### src/rtl/imm_gen_pkg.sv
// Shared types and opcode constants for the immediate-generation stage.
// Format codes match the fmt_o encoding seen by the execute-side muxes.
package imm_gen_pkg;

  typedef enum logic [2:0] {
    FMT_NONE = 3'd0,
    FMT_I    = 3'd1,
    FMT_S    = 3'd2,
    FMT_B    = 3'd3,
    FMT_U    = 3'd4,
    FMT_J    = 3'd5,
    FMT_SH   = 3'd6
  } fmt_e;

  typedef enum logic [1:0] {
    ST_EMPTY = 2'd0,
    ST_ONE   = 2'd1,
    ST_TWO   = 2'd2
  } state_e;

  localparam logic [6:0] OP_IMM   = 7'b0010011;
  localparam logic [6:0] LOAD     = 7'b0000011;
  localparam logic [6:0] JALR     = 7'b1100111;
  localparam logic [6:0] STORE    = 7'b0100011;
  localparam logic [6:0] BRANCH   = 7'b1100011;
  localparam logic [6:0] LUI      = 7'b0110111;
  localparam logic [6:0] AUIPC    = 7'b0010111;
  localparam logic [6:0] JAL      = 7'b1101111;
  localparam logic [6:0] OP       = 7'b0110011;
  localparam logic [6:0] MISC_MEM = 7'b0001111;
  localparam logic [6:0] SYSTEM   = 7'b1110011;

  // RV64 shifts carry a 6-bit shamt; RV32 only 5.
  function automatic int shamt_width(input int xlen);
    return (xlen == 64) ? 6 : 5;
  endfunction

endpackage

### src/rtl/imm_gen_stage_imm_decode.sv
// Combinational RV32I/RV64I immediate decoder: sign-extended immediate,
// format class and an illegal flag for opcodes outside the known set.
module imm_decode
  import imm_gen_pkg::*;
#(
  parameter int XLEN = 32
) (
  input  logic [31:0]     instr_i,
  output logic [XLEN-1:0] imm_o,
  output fmt_e            fmt_o,
  output logic            illegal_o
);

  localparam int SHW = shamt_width(XLEN);

  logic [6:0] opcode;
  logic [2:0] funct3;

  assign opcode = instr_i[6:0];
  assign funct3 = instr_i[14:12];

  always_comb begin
    // NOTE: every output gets a default first so no path through the case infers a latch.
    imm_o     = '0;
    fmt_o     = FMT_NONE;
    illegal_o = 1'b0;
    case (opcode)
      OP_IMM: begin
        if (funct3 == 3'b001 || funct3 == 3'b101) begin
          // Shift immediates drop funct7 entirely; only the shamt is passed on.
          fmt_o            = FMT_SH;
          imm_o[SHW-1:0]   = instr_i[20 +: SHW];
        end else begin
          fmt_o = FMT_I;
          imm_o = XLEN'($signed(instr_i[31:20]));
        end
      end
      LOAD, JALR: begin
        fmt_o = FMT_I;
        imm_o = XLEN'($signed(instr_i[31:20]));
      end
      STORE: begin
        fmt_o = FMT_S;
        imm_o = XLEN'($signed({instr_i[31:25], instr_i[11:7]}));
      end
      BRANCH: begin
        fmt_o = FMT_B;
        imm_o = XLEN'($signed({instr_i[31], instr_i[7], instr_i[30:25],
                               instr_i[11:8], 1'b0}));
      end
      LUI, AUIPC: begin
        fmt_o = FMT_U;
        imm_o = XLEN'($signed({instr_i[31:12], 12'b0}));
      end
      JAL: begin
        fmt_o = FMT_J;
        imm_o = XLEN'($signed({instr_i[31], instr_i[19:12], instr_i[20],
                               instr_i[30:21], 1'b0}));
      end
      OP, MISC_MEM, SYSTEM: begin
        fmt_o = FMT_NONE;
      end
      default: begin
        illegal_o = 1'b1;
      end
    endcase
  end

endmodule

### src/rtl/imm_gen_stage.sv
// Registered immediate-generation stage with valid/ready handshakes,
// optional two-entry skid buffer and a synchronous flush for redirects.
module imm_gen_stage
  import imm_gen_pkg::*;
#(
  parameter int XLEN    = 32,
  parameter bit SKID_EN = 1'b1
) (
  input  logic            clk_i,
  input  logic            rst_i,
  input  logic            flush_i,
  input  logic            in_valid_i,
  output logic            in_ready_o,
  input  logic [31:0]     instr_i,
  input  logic [XLEN-1:0] pc_i,
  output logic            out_valid_o,
  input  logic            out_ready_i,
  output logic [XLEN-1:0] imm_o,
  output logic [2:0]      fmt_o,
  output logic            illegal_o,
  output logic [XLEN-1:0] pc_o
);

  logic [XLEN-1:0] dec_imm;
  fmt_e            dec_fmt;
  logic            dec_ill;

  imm_decode #(.XLEN(XLEN)) u_decode (
    .instr_i   (instr_i),
    .imm_o     (dec_imm),
    .fmt_o     (dec_fmt),
    .illegal_o (dec_ill)
  );

  state_e          state_q, state_d;
  logic            in_ready_q, in_ready_d;
  logic [XLEN-1:0] imm_q, imm_d, pc_q, pc_d;
  fmt_e            fmt_q, fmt_d;
  logic            ill_q, ill_d;
  logic [XLEN-1:0] sk_imm_q, sk_imm_d, sk_pc_q, sk_pc_d;
  fmt_e            sk_fmt_q, sk_fmt_d;
  logic            sk_ill_q, sk_ill_d;
  logic            in_fire, out_fire;

  // The reset cycle never presents a valid entry, so no handshake can occur in it.
  assign out_valid_o = (state_q != ST_EMPTY) & rst_i;
  assign in_ready_o  = SKID_EN ? in_ready_q : ((state_q == ST_EMPTY) | out_ready_i);
  assign in_fire     = in_valid_i & in_ready_o;
  assign out_fire    = out_valid_o & out_ready_i;

  assign imm_o     = imm_q;
  assign fmt_o     = fmt_q;
  assign illegal_o = ill_q;
  assign pc_o      = pc_q;

  always_comb begin
    state_d  = state_q;
    imm_d    = imm_q;
    fmt_d    = fmt_q;
    ill_d    = ill_q;
    pc_d     = pc_q;
    sk_imm_d = sk_imm_q;
    sk_fmt_d = sk_fmt_q;
    sk_ill_d = sk_ill_q;
    sk_pc_d  = sk_pc_q;
    if (flush_i) begin
      state_d = ST_EMPTY;
    end else begin
      case (state_q)
        ST_EMPTY: begin
          if (in_fire) begin
            state_d = ST_ONE;
            imm_d = dec_imm; fmt_d = dec_fmt; ill_d = dec_ill; pc_d = pc_i;
          end
        end
        ST_ONE: begin
          if (in_fire && out_fire) begin
            imm_d = dec_imm; fmt_d = dec_fmt; ill_d = dec_ill; pc_d = pc_i;
          end else if (in_fire) begin
            // Only reachable with the skid enabled: without it in_fire implies out_fire here.
            state_d  = ST_TWO;
            sk_imm_d = dec_imm; sk_fmt_d = dec_fmt; sk_ill_d = dec_ill; sk_pc_d = pc_i;
          end else if (out_fire) begin
            state_d = ST_EMPTY;
          end
        end
        ST_TWO: begin
          if (out_fire) begin
            state_d = ST_ONE;
            imm_d = sk_imm_q; fmt_d = sk_fmt_q; ill_d = sk_ill_q; pc_d = sk_pc_q;
          end
        end
        default: state_d = ST_EMPTY;
      endcase
    end
    in_ready_d = (state_d != ST_TWO);
  end

  always_ff @(posedge clk_i) begin
    if (!rst_i) begin
      state_q    <= ST_EMPTY;
      in_ready_q <= 1'b1;
      imm_q      <= '0;
      fmt_q      <= FMT_NONE;
      ill_q      <= 1'b0;
      pc_q       <= '0;
      sk_imm_q   <= '0;
      sk_fmt_q   <= FMT_NONE;
      sk_ill_q   <= 1'b0;
      sk_pc_q    <= '0;
    end else begin
      // NOTE: non-blocking so every register samples pre-edge values regardless of order.
      state_q    <= state_d;
      in_ready_q <= in_ready_d;
      imm_q      <= imm_d;
      fmt_q      <= fmt_d;
      ill_q      <= ill_d;
      pc_q       <= pc_d;
      sk_imm_q   <= sk_imm_d;
      sk_fmt_q   <= sk_fmt_d;
      sk_ill_q   <= sk_ill_d;
      sk_pc_q    <= sk_pc_d;
    end
  end

endmodule

### config.mk
export PLATFORM = sky130hd
export DESIGN_NAME = imm_gen_stage
export DESIGN_NICKNAME = d
export VERILOG_FILES = /design/src/rtl/imm_gen_pkg.sv /design/src/rtl/imm_gen_stage_imm_decode.sv /design/src/rtl/imm_gen_stage.sv
export SDC_FILE = /design/constraint.sdc
export NUM_CORES = 1
export LEC_CHECK = 0
export ABC_AREA = 1
export BUFFER_PORTS_ARGS = -buffer_cell sky130_fd_sc_hd__buf_2
export CAP_MARGIN = 20
export CORE_UTILIZATION = 49
export DETAILED_ROUTE_END_ITERATION = 10
export PLACE_DENSITY_LB_ADDON = 0.08
export SLEW_MARGIN = 0
export SYNTH_ARGS = -nofsm -noshare
export SYNTH_HDL_FRONTEND = slang
export SYNTH_SLANG_ARGS = --single-unit
export TNS_END_PERCENT = 100
### constraint.sdc
create_clock -name clk_i -period 1.35 [get_ports clk_i]
set_clock_uncertainty 0.2 [all_clocks]
set_input_delay 0.0675 -clock clk_i [delete_from_list [all_inputs] [get_ports clk_i]]
set_output_delay 0.0675 -clock clk_i [all_outputs]
set_load 0.1 [all_outputs]
==> Word level (Yosys, flattened, before mapping) <==
Cells that the tools add are included.
{ "word_totals": {"regBits": 139, "in_bits": 69, "out_inout_bits": 70, "wordCells": 72} }
{ "op_classes": {"n_eq_ne": 19, "n_mux": 28, "bitwise": 5, "reduce_logical": 10} }
{ "op_table": {"columns": ["operator", "n"], "rows": [
  ["two-way mux 32 bit", 6],
  ["one-hot mux 32 bit (3 select lines)", 2],
  ["one-hot mux 32 bit (6 select lines)", 1],
  ["== test 7 bit, second input constant", 4],
  ["two-way mux 27 bit", 1],
  ["== test 7 x 6 -> 1 bit, second input constant", 3],
  ["one-hot mux 3 bit (6 select lines)", 1],
  ["== test 7 x 5 -> 1 bit, second input constant", 2],
  ["two-way mux 2 bit", 6],
  ["two-way mux 3 bit", 4],
  ["OR reduction 11 bit", 1],
  ["one-hot mux 3 bit (3 select lines)", 1],
  ["inequality test 2 bit, second input constant", 4],
  ["== test 7 x 2 -> 1 bit, second input constant", 1],
  ["== test 7 x 4 -> 1 bit, second input constant", 1],
  ["one-hot mux 2 bit (3 select lines)", 1],
  ["AND reduction 5 bit", 1],
  ["two-way mux 1 bit", 4],
  ["AND reduction 4 bit", 1],
  ["OR reduction 2 bit", 2],
  ["bitwise AND 1 bit", 3],
  ["== test 3 x 1 -> 1 bit, second input constant", 1],
  ["== test 3 bit, second input constant", 1],
  ["one-hot mux 1 bit (3 select lines)", 1],
  ["other kinds (8)", 9]
]} }

==> Depth between registers and ports, before layout <==
{ "depth": {"ltp_word": 9, "ltp_mapped": 11, "mapped_depth_nobuf": 9} }

==> Cells and area by module <==
A second synthesis with hierarchy kept.
{ "unflattened": {"cells_unflattened": 1174, "area_unflattened_um2": 7355.8} }
{ "modules_own_cells": {"columns": ["mod", "instances", "cells_per_inst", "area_each_um2", "seq_area_each_um2"], "rows": [
  ["imm_gen_stage", 1, 921, 6214.7, 2782.7],
  ["imm_decode", 1, 253, 1141.1, 0.0]
]} }

==> Least setup slack after synthesis <==
No wires, ideal clock.
{ "synth_timing": {"path_kind": "input -> output", "start": "in rst_i", "end": "out out_valid_o", "arrival_time_ns": 2.003, "t_required_ns": 1.082, "setup_slack_ns": -0.921, "path_stages": 4, "n_path_buf": 2, "path_cell_list": "buf_2 > inv_1 > clkbuf_1 > a21oi_1"} }
{ "synth_between": {"elab_chain_cells": 1} }
{ "synth_lines": {"columns": ["item", "line", "text"], "rows": [
  ["start, declared", "imm_gen_stage.sv:10", "input logic rst_i,"],
  ["bitwise AND 1 bit", "imm_gen_stage.sv:46", "assign out_valid_o = (state_q != ST_EMPTY) & rst_i;"],
  ["end, declared", "imm_gen_stage.sv:16", "output logic out_valid_o,"]
]} }
No other way between the ends.

==> Worst setup path after layout <==
{ "layout_timing": {"start": "reg state_q[1]", "end": "reg pc_q[31], in the netlist pc_o[31]"} }
{ "layout_between": {"elab_chain_cells": 6, "word_cells_on_any_way": 13, "cone_classes": "eq/ne (5); mux (1); bitwise (2); reduce/logical (5)"} }
{ "layout_lines": {"columns": ["item", "line", "text"], "rows": [
  ["start, declared", "imm_gen_stage.sv:35", "state_e state_q, state_d;"],
  ["start signal, assigned", "imm_gen_stage.sv:113", "state_q <= state_d;"],
  ["nonzero test 2 bit", "imm_gen_stage.sv:46", null],
  ["bitwise AND 1 bit", "imm_gen_stage.sv:46", null],
  ["bitwise AND 1 bit", "imm_gen_stage.sv:49", "assign out_fire = out_valid_o & out_ready_i;"],
  ["logical AND 1 bit", "imm_gen_stage.sv:77", "if (in_fire && out_fire) begin"],
  ["inequality test 2 bit (no source line)", null, null],
  ["AND reduction 5 bit (no source line)", null, null],
  ["end signal, assigned", "imm_gen_stage.sv:118", "pc_q <= pc_d;"],
  ["end, declared", "imm_gen_stage.sv:37", "logic [XLEN-1:0] imm_q, imm_d, pc_q, pc_d;"]
]} }
Parallel ways exist; a longest one is shown, timed or not.
A chain may end at the register's enable or synchronous reset.

==> results summary <==
The clock latency at the later pin of the worst-skew pair is 0.43 ns. The startpoint class of the critical path is a flop. For this run, asynchronously set or reset flops after synthesis account for 0. The starting DRC count in detailed routing is 789.

The final estimated routing congestion in global placement is 0.8235. The number of global-route vias before repair is 6879. The kind of cell adding the most delay to the critical path is buffers and inverters. The post-synthesis net count is 1010. Detailed placement finished with a half-perimeter wire length of 11.80 mm. The die span in x is 117.6 um. The arrival time of the worst setup path came out at 1.86 ns.

The endpoint identified for the worst register-to-register timing path is pc_o[31]. The tree is rooted in a sky130_fd_sc_hd__clkbuf_16. The largest family of logic cells by synthesized area is simple AND/OR/NAND/NOR gates.

After synthesis, the mean cell area works out to 6.953 um2. The fmax came out at 580.0 MHz. The checks that failed: negative hold slack, negative setup slack. The clock sink count is 139.

The initial antenna violation count came out at 0. The count of max-cap constraint violations came out at 0. The total die area came out at 0.01382 mm2. The total wire length is 23.63 mm. The area share of the largest cell type after synthesis is 0.4253. Of the total synthesized cell area, the portion taken by XOR and XNOR cells is 0.001339. The worst path setup slack after routing came out at -0.3740 ns.

In the synthesized netlist the dominant register cell turns out to be sky130_fd_sc_hd__dfxtp_1. The class of the tightest hold or removal check is in -> reg. Counting the fill cells in the layout gives 751. The clock passes through at most 2 buffers. The number of CTS-inserted buffers is 17. Compared with the post-synthesis result, the final layout area differs by 62.34%. The share of final-layout standard cells stronger than drive strength 1 is 0.3431.

The number of placement rows is 41. The die extent in y is 117.6 um. The final core utilization is 0.8282. After detailed routing, the average wire length per cell comes to 17.36 um.

Summing all non-filler instances in the final layout gives an area of 0.01062 mm2. For this run, the slowest stage of the critical path takes 0.34 ns. Walking the worst path, the cells encountered are inv_4, nand2_4, buf_4, nand2_2, nand2_8, clkinv_8, clkbuf_16, o21ai_1, a31oi_1. In the global route stage, overall resource usage came out at 0.2903. The area inside the core boundary came out at 0.01282 mm2.

Summing every instance area after synthesis gives 0.006543 mm2. The number of iterations in the first detailed-routing pass came out at 6. The start of the worst register-to-register path is state_q[1]. The number of synthesized register bits came out at 139. The clock period minus final worst setup slack came out at 1.724 ns.

The count of buffers added on input and output ports is 138. The initial core utilization came out at 0.5101. The hold slack came out at -0.01960 ns. The count of endpoints failing setup in the final report came out at 144. The warning count from the yosys run came out at 0.

The cell depth of the worst flop-to-flop path came out at 9. The worst max-slew margin expressed relative to the limit is 0.6364. The critical path in this run is classified as reg -> reg. The slew at the pin closest to its max-slew limit came out at 0.5453 ns.

Of the total synthesized cell area, the portion taken by AND, OR, NAND and NOR gates is 0.2740. The count of flip-flops with a built-in enable after synthesis came out at 0. Of the total synthesized cell area, the portion taken by full adders, half adders and majority gates is 0. The worst setup path is captured at a flop. The peak supply drop came out at 1.095 mV.

The run finished, with violations left. The share of the cycle needed by the critical path after routing is 1.277. The logic depth of the worst setup path including buffers came out at 9.

The finished layout holds 1361 standard cells, fillers aside. At the placement stage, the worst setup path has a slack of -0.2810 ns. The worst reg-to-reg setup slack came out at -0.37 ns. Setup repair after global routing could not meet its margin everywhere. The required time of the critical path is 1.49 ns. Synthesis handed over a netlist of 941 instances. The clock transition at the registers of the reported paths came out at 0.06 ns. Yosys attributes the largest share of cell area to sky130_fd_sc_hd__dfxtp_1, sky130_fd_sc_hd__o21ai_0, sky130_fd_sc_hd__nor2_1. The worst hold path cell count came out at 6. In this run, post-CTS hold repair placed 58 buffers. In this run the cell area measured after placement is 0.008313 mm2. The worst hold path terminates at in_ready_o. The number of antenna diodes in the final layout is 0. The wire length of the first global-routing pass came out at 32.64 mm. The buffer and inverter count on the worst path is 4. The number of nets in the finished design came out at 1245. Summed over all instances, the cell type with the most area after synthesis is sky130_fd_sc_hd__dfxtp_1. The number of instances in the placed design came out at 1251. The pin count of the biggest net entering global routing came out at 44. The count of nets left with antenna violations once routing finished came out at 0.

Of all nets on the critical path, the largest fanout is 10. The count of cell types in the netlist came out at 29. The worst hold path begins at in_valid_i. After global routing the overflow that remains totals 0. The final hold violation count came out at 1. For this run, design rule violations remaining after detail routing come to 0.

The master of the slowest instance on the critical path is sky130_fd_sc_hd__dfxtp_2. TritonCTS built the clock tree. The sequential fraction of the synthesis area came out at 0.4253. The total number of vias came out at 7763.

The power consumption is 12710 uW. The reported leakage power is 0.004812 uW. The count of pins over their slew limit came out at 0. The number of vias per cell came out at 5.704. The number of ports placed on the die boundary came out at 139. The multiplexer area fraction after synthesis came out at 0. The power density of the placed cells came out at 1196 mW/mm2. The compound-gate portion of the synthesized area is 0.2134. The level count of the clock H-tree came out at 4.
## metal layers
metal | GRT usage | wire, um | vias up | part of all wire
met2 | 0.4896 | 11460 | 399 | 0.48
met4 | 0.1210 | 1063 | 0 | 0.045
met5 | 0 | 0 | - | 0
li1 | - | - | 3601 | -
met3 | 0.06008 | 1583 | 114 | 0.067
met1 | 0.3592 | 9521 | 3649 | 0.40
## worst register-to-register path, cell delays in order, from the launching register on
cell and delay, ns:
sky130_fd_sc_hd__dfxtp_2 0.34, sky130_fd_sc_hd__inv_4 0.08, sky130_fd_sc_hd__nand2_4 0.06, sky130_fd_sc_hd__buf_4 0.13, sky130_fd_sc_hd__nand2_2 0.13, sky130_fd_sc_hd__nand2_8 0.11, sky130_fd_sc_hd__clkinv_8 0.11, sky130_fd_sc_hd__clkbuf_16 0.18
sky130_fd_sc_hd__o21ai_1 0.08, sky130_fd_sc_hd__a31oi_1 0.21
## worst max-delay path by stage
| stage | from | to | slack (ns) |
|---|---|---|---|
| 2_1_floorplan | in_ready_o | imm_o[10] | -0.30 |
| 3_3_place_gp | instr_i[3] | fmt_o[1] | -0.24 |
| 3_5_place_dp | state_q[1] | sk_imm_q[6] | -0.28 |
| 4_1_cts | state_q[1] | pc_o[7] | -0.25 |
| 5_1_grt | state_q[0] | pc_o[16] | -0.44 |
| 6_report | state_q[1] | pc_o[31] | -0.37 |
## placed cells by master (no fill, tap or decap), types with 10 or more instances in the layout
master,instances
sky130_fd_sc_hd__nor2_4,10
sky130_fd_sc_hd__nor2_1,143
sky130_fd_sc_hd__nor2_2,19
sky130_fd_sc_hd__clkbuf_16,24
sky130_fd_sc_hd__o21ai_1,88
sky130_fd_sc_hd__dlygate4sd3_1,57
sky130_fd_sc_hd__inv_1,43
sky130_fd_sc_hd__buf_4,64
sky130_fd_sc_hd__buf_6,36
sky130_fd_sc_hd__buf_2,67
sky130_fd_sc_hd__buf_12,47
sky130_fd_sc_hd__nand3_1,61
sky130_fd_sc_hd__nand2_1,159
sky130_fd_sc_hd__a21oi_1,43
sky130_fd_sc_hd__a21oi_2,36
sky130_fd_sc_hd__o21ai_2,43
sky130_fd_sc_hd__a31oi_1,28
sky130_fd_sc_hd__dfxtp_1,133
## kinds of logic after synthesis
| kind of cell | after synthesis |
|---|---|
| simple gates | 423 |
| xor+xnor | 1 |
| compound gates | 258 |
| flops | 139 |
| buf+inv | 120 |
## per-stage QoR
step	hold WS [ns]	TNS [ns]
floorplan	-0.01183	-36.56
detailed placement	0.09700	-29.35
finish	-0.01960	-37.80
global route	0.001396	-46.03
CTS	-0.1726	-27.21
global placement	0.09276	-24.74
## sequential cells by signal, indices dropped and copies added (netlist names)
signal      cells
state_q         2
sk_pc_q        32
imm_o          32
sk_fmt_q        3
pc_o           32
illegal_o       1
sk_imm_q       32
sk_ill_q        1
fmt_o           3
in_ready_o      1
## cells in the mapped netlist, types with 2 or more instances
cell	instances
sky130_fd_sc_hd__nand2_4	3
sky130_fd_sc_hd__buf_2	33
sky130_fd_sc_hd__buf_4	2
sky130_fd_sc_hd__nand3_1	62
sky130_fd_sc_hd__inv_2	6
sky130_fd_sc_hd__o21bai_1	6
sky130_fd_sc_hd__a21oi_1	68
sky130_fd_sc_hd__nor2_4	4
sky130_fd_sc_hd__buf_6	8
sky130_fd_sc_hd__nand2_1	161
sky130_fd_sc_hd__inv_1	44
sky130_fd_sc_hd__o21ai_1	12
sky130_fd_sc_hd__nand2_2	9
sky130_fd_sc_hd__clkbuf_1	25
sky130_fd_sc_hd__nand3_2	2
sky130_fd_sc_hd__a21oi_2	12
sky130_fd_sc_hd__dfxtp_1	139
sky130_fd_sc_hd__nor3_1	2
sky130_fd_sc_hd__nand4_1	8
sky130_fd_sc_hd__nand3b_1	4
sky130_fd_sc_hd__a31oi_1	32
sky130_fd_sc_hd__o21ai_0	126
sky130_fd_sc_hd__nor2_1	167
## final cells by class
class	count	area (um2)	area share
multi-input cells	682	3680	0.3464
repair buffers	284	3058	0.2879
flip-flops and latches	139	2793	0.2629
clock buffers	19	452.9	0.04264
inverters	51	216.5	0.02038
well taps	172	215.2	0.02026
clock inverters	13	190.2	0.01791
repair inverters	1	16.27	0.001531
## timing repair
action / 4_1_cts / 5_1_grt
setup buffers: 6 / 2
endpoints found under the setup margin: 178 / 163
cloned: 4 / 10
pin swaps: 2 / 12
gates resized for setup: 88 / 133
hold endpoints to repair: 117 / 1
## where the power goes
part           internal [uW]  switching (uW)  total, uW  leakage [uW]
Sequential              4320             209       4530       0.00114
Combinational           1080            2010       3090       0.00337
Clock                   3200            1880       5080      0.000302
(Power assumes the default switching activity.)
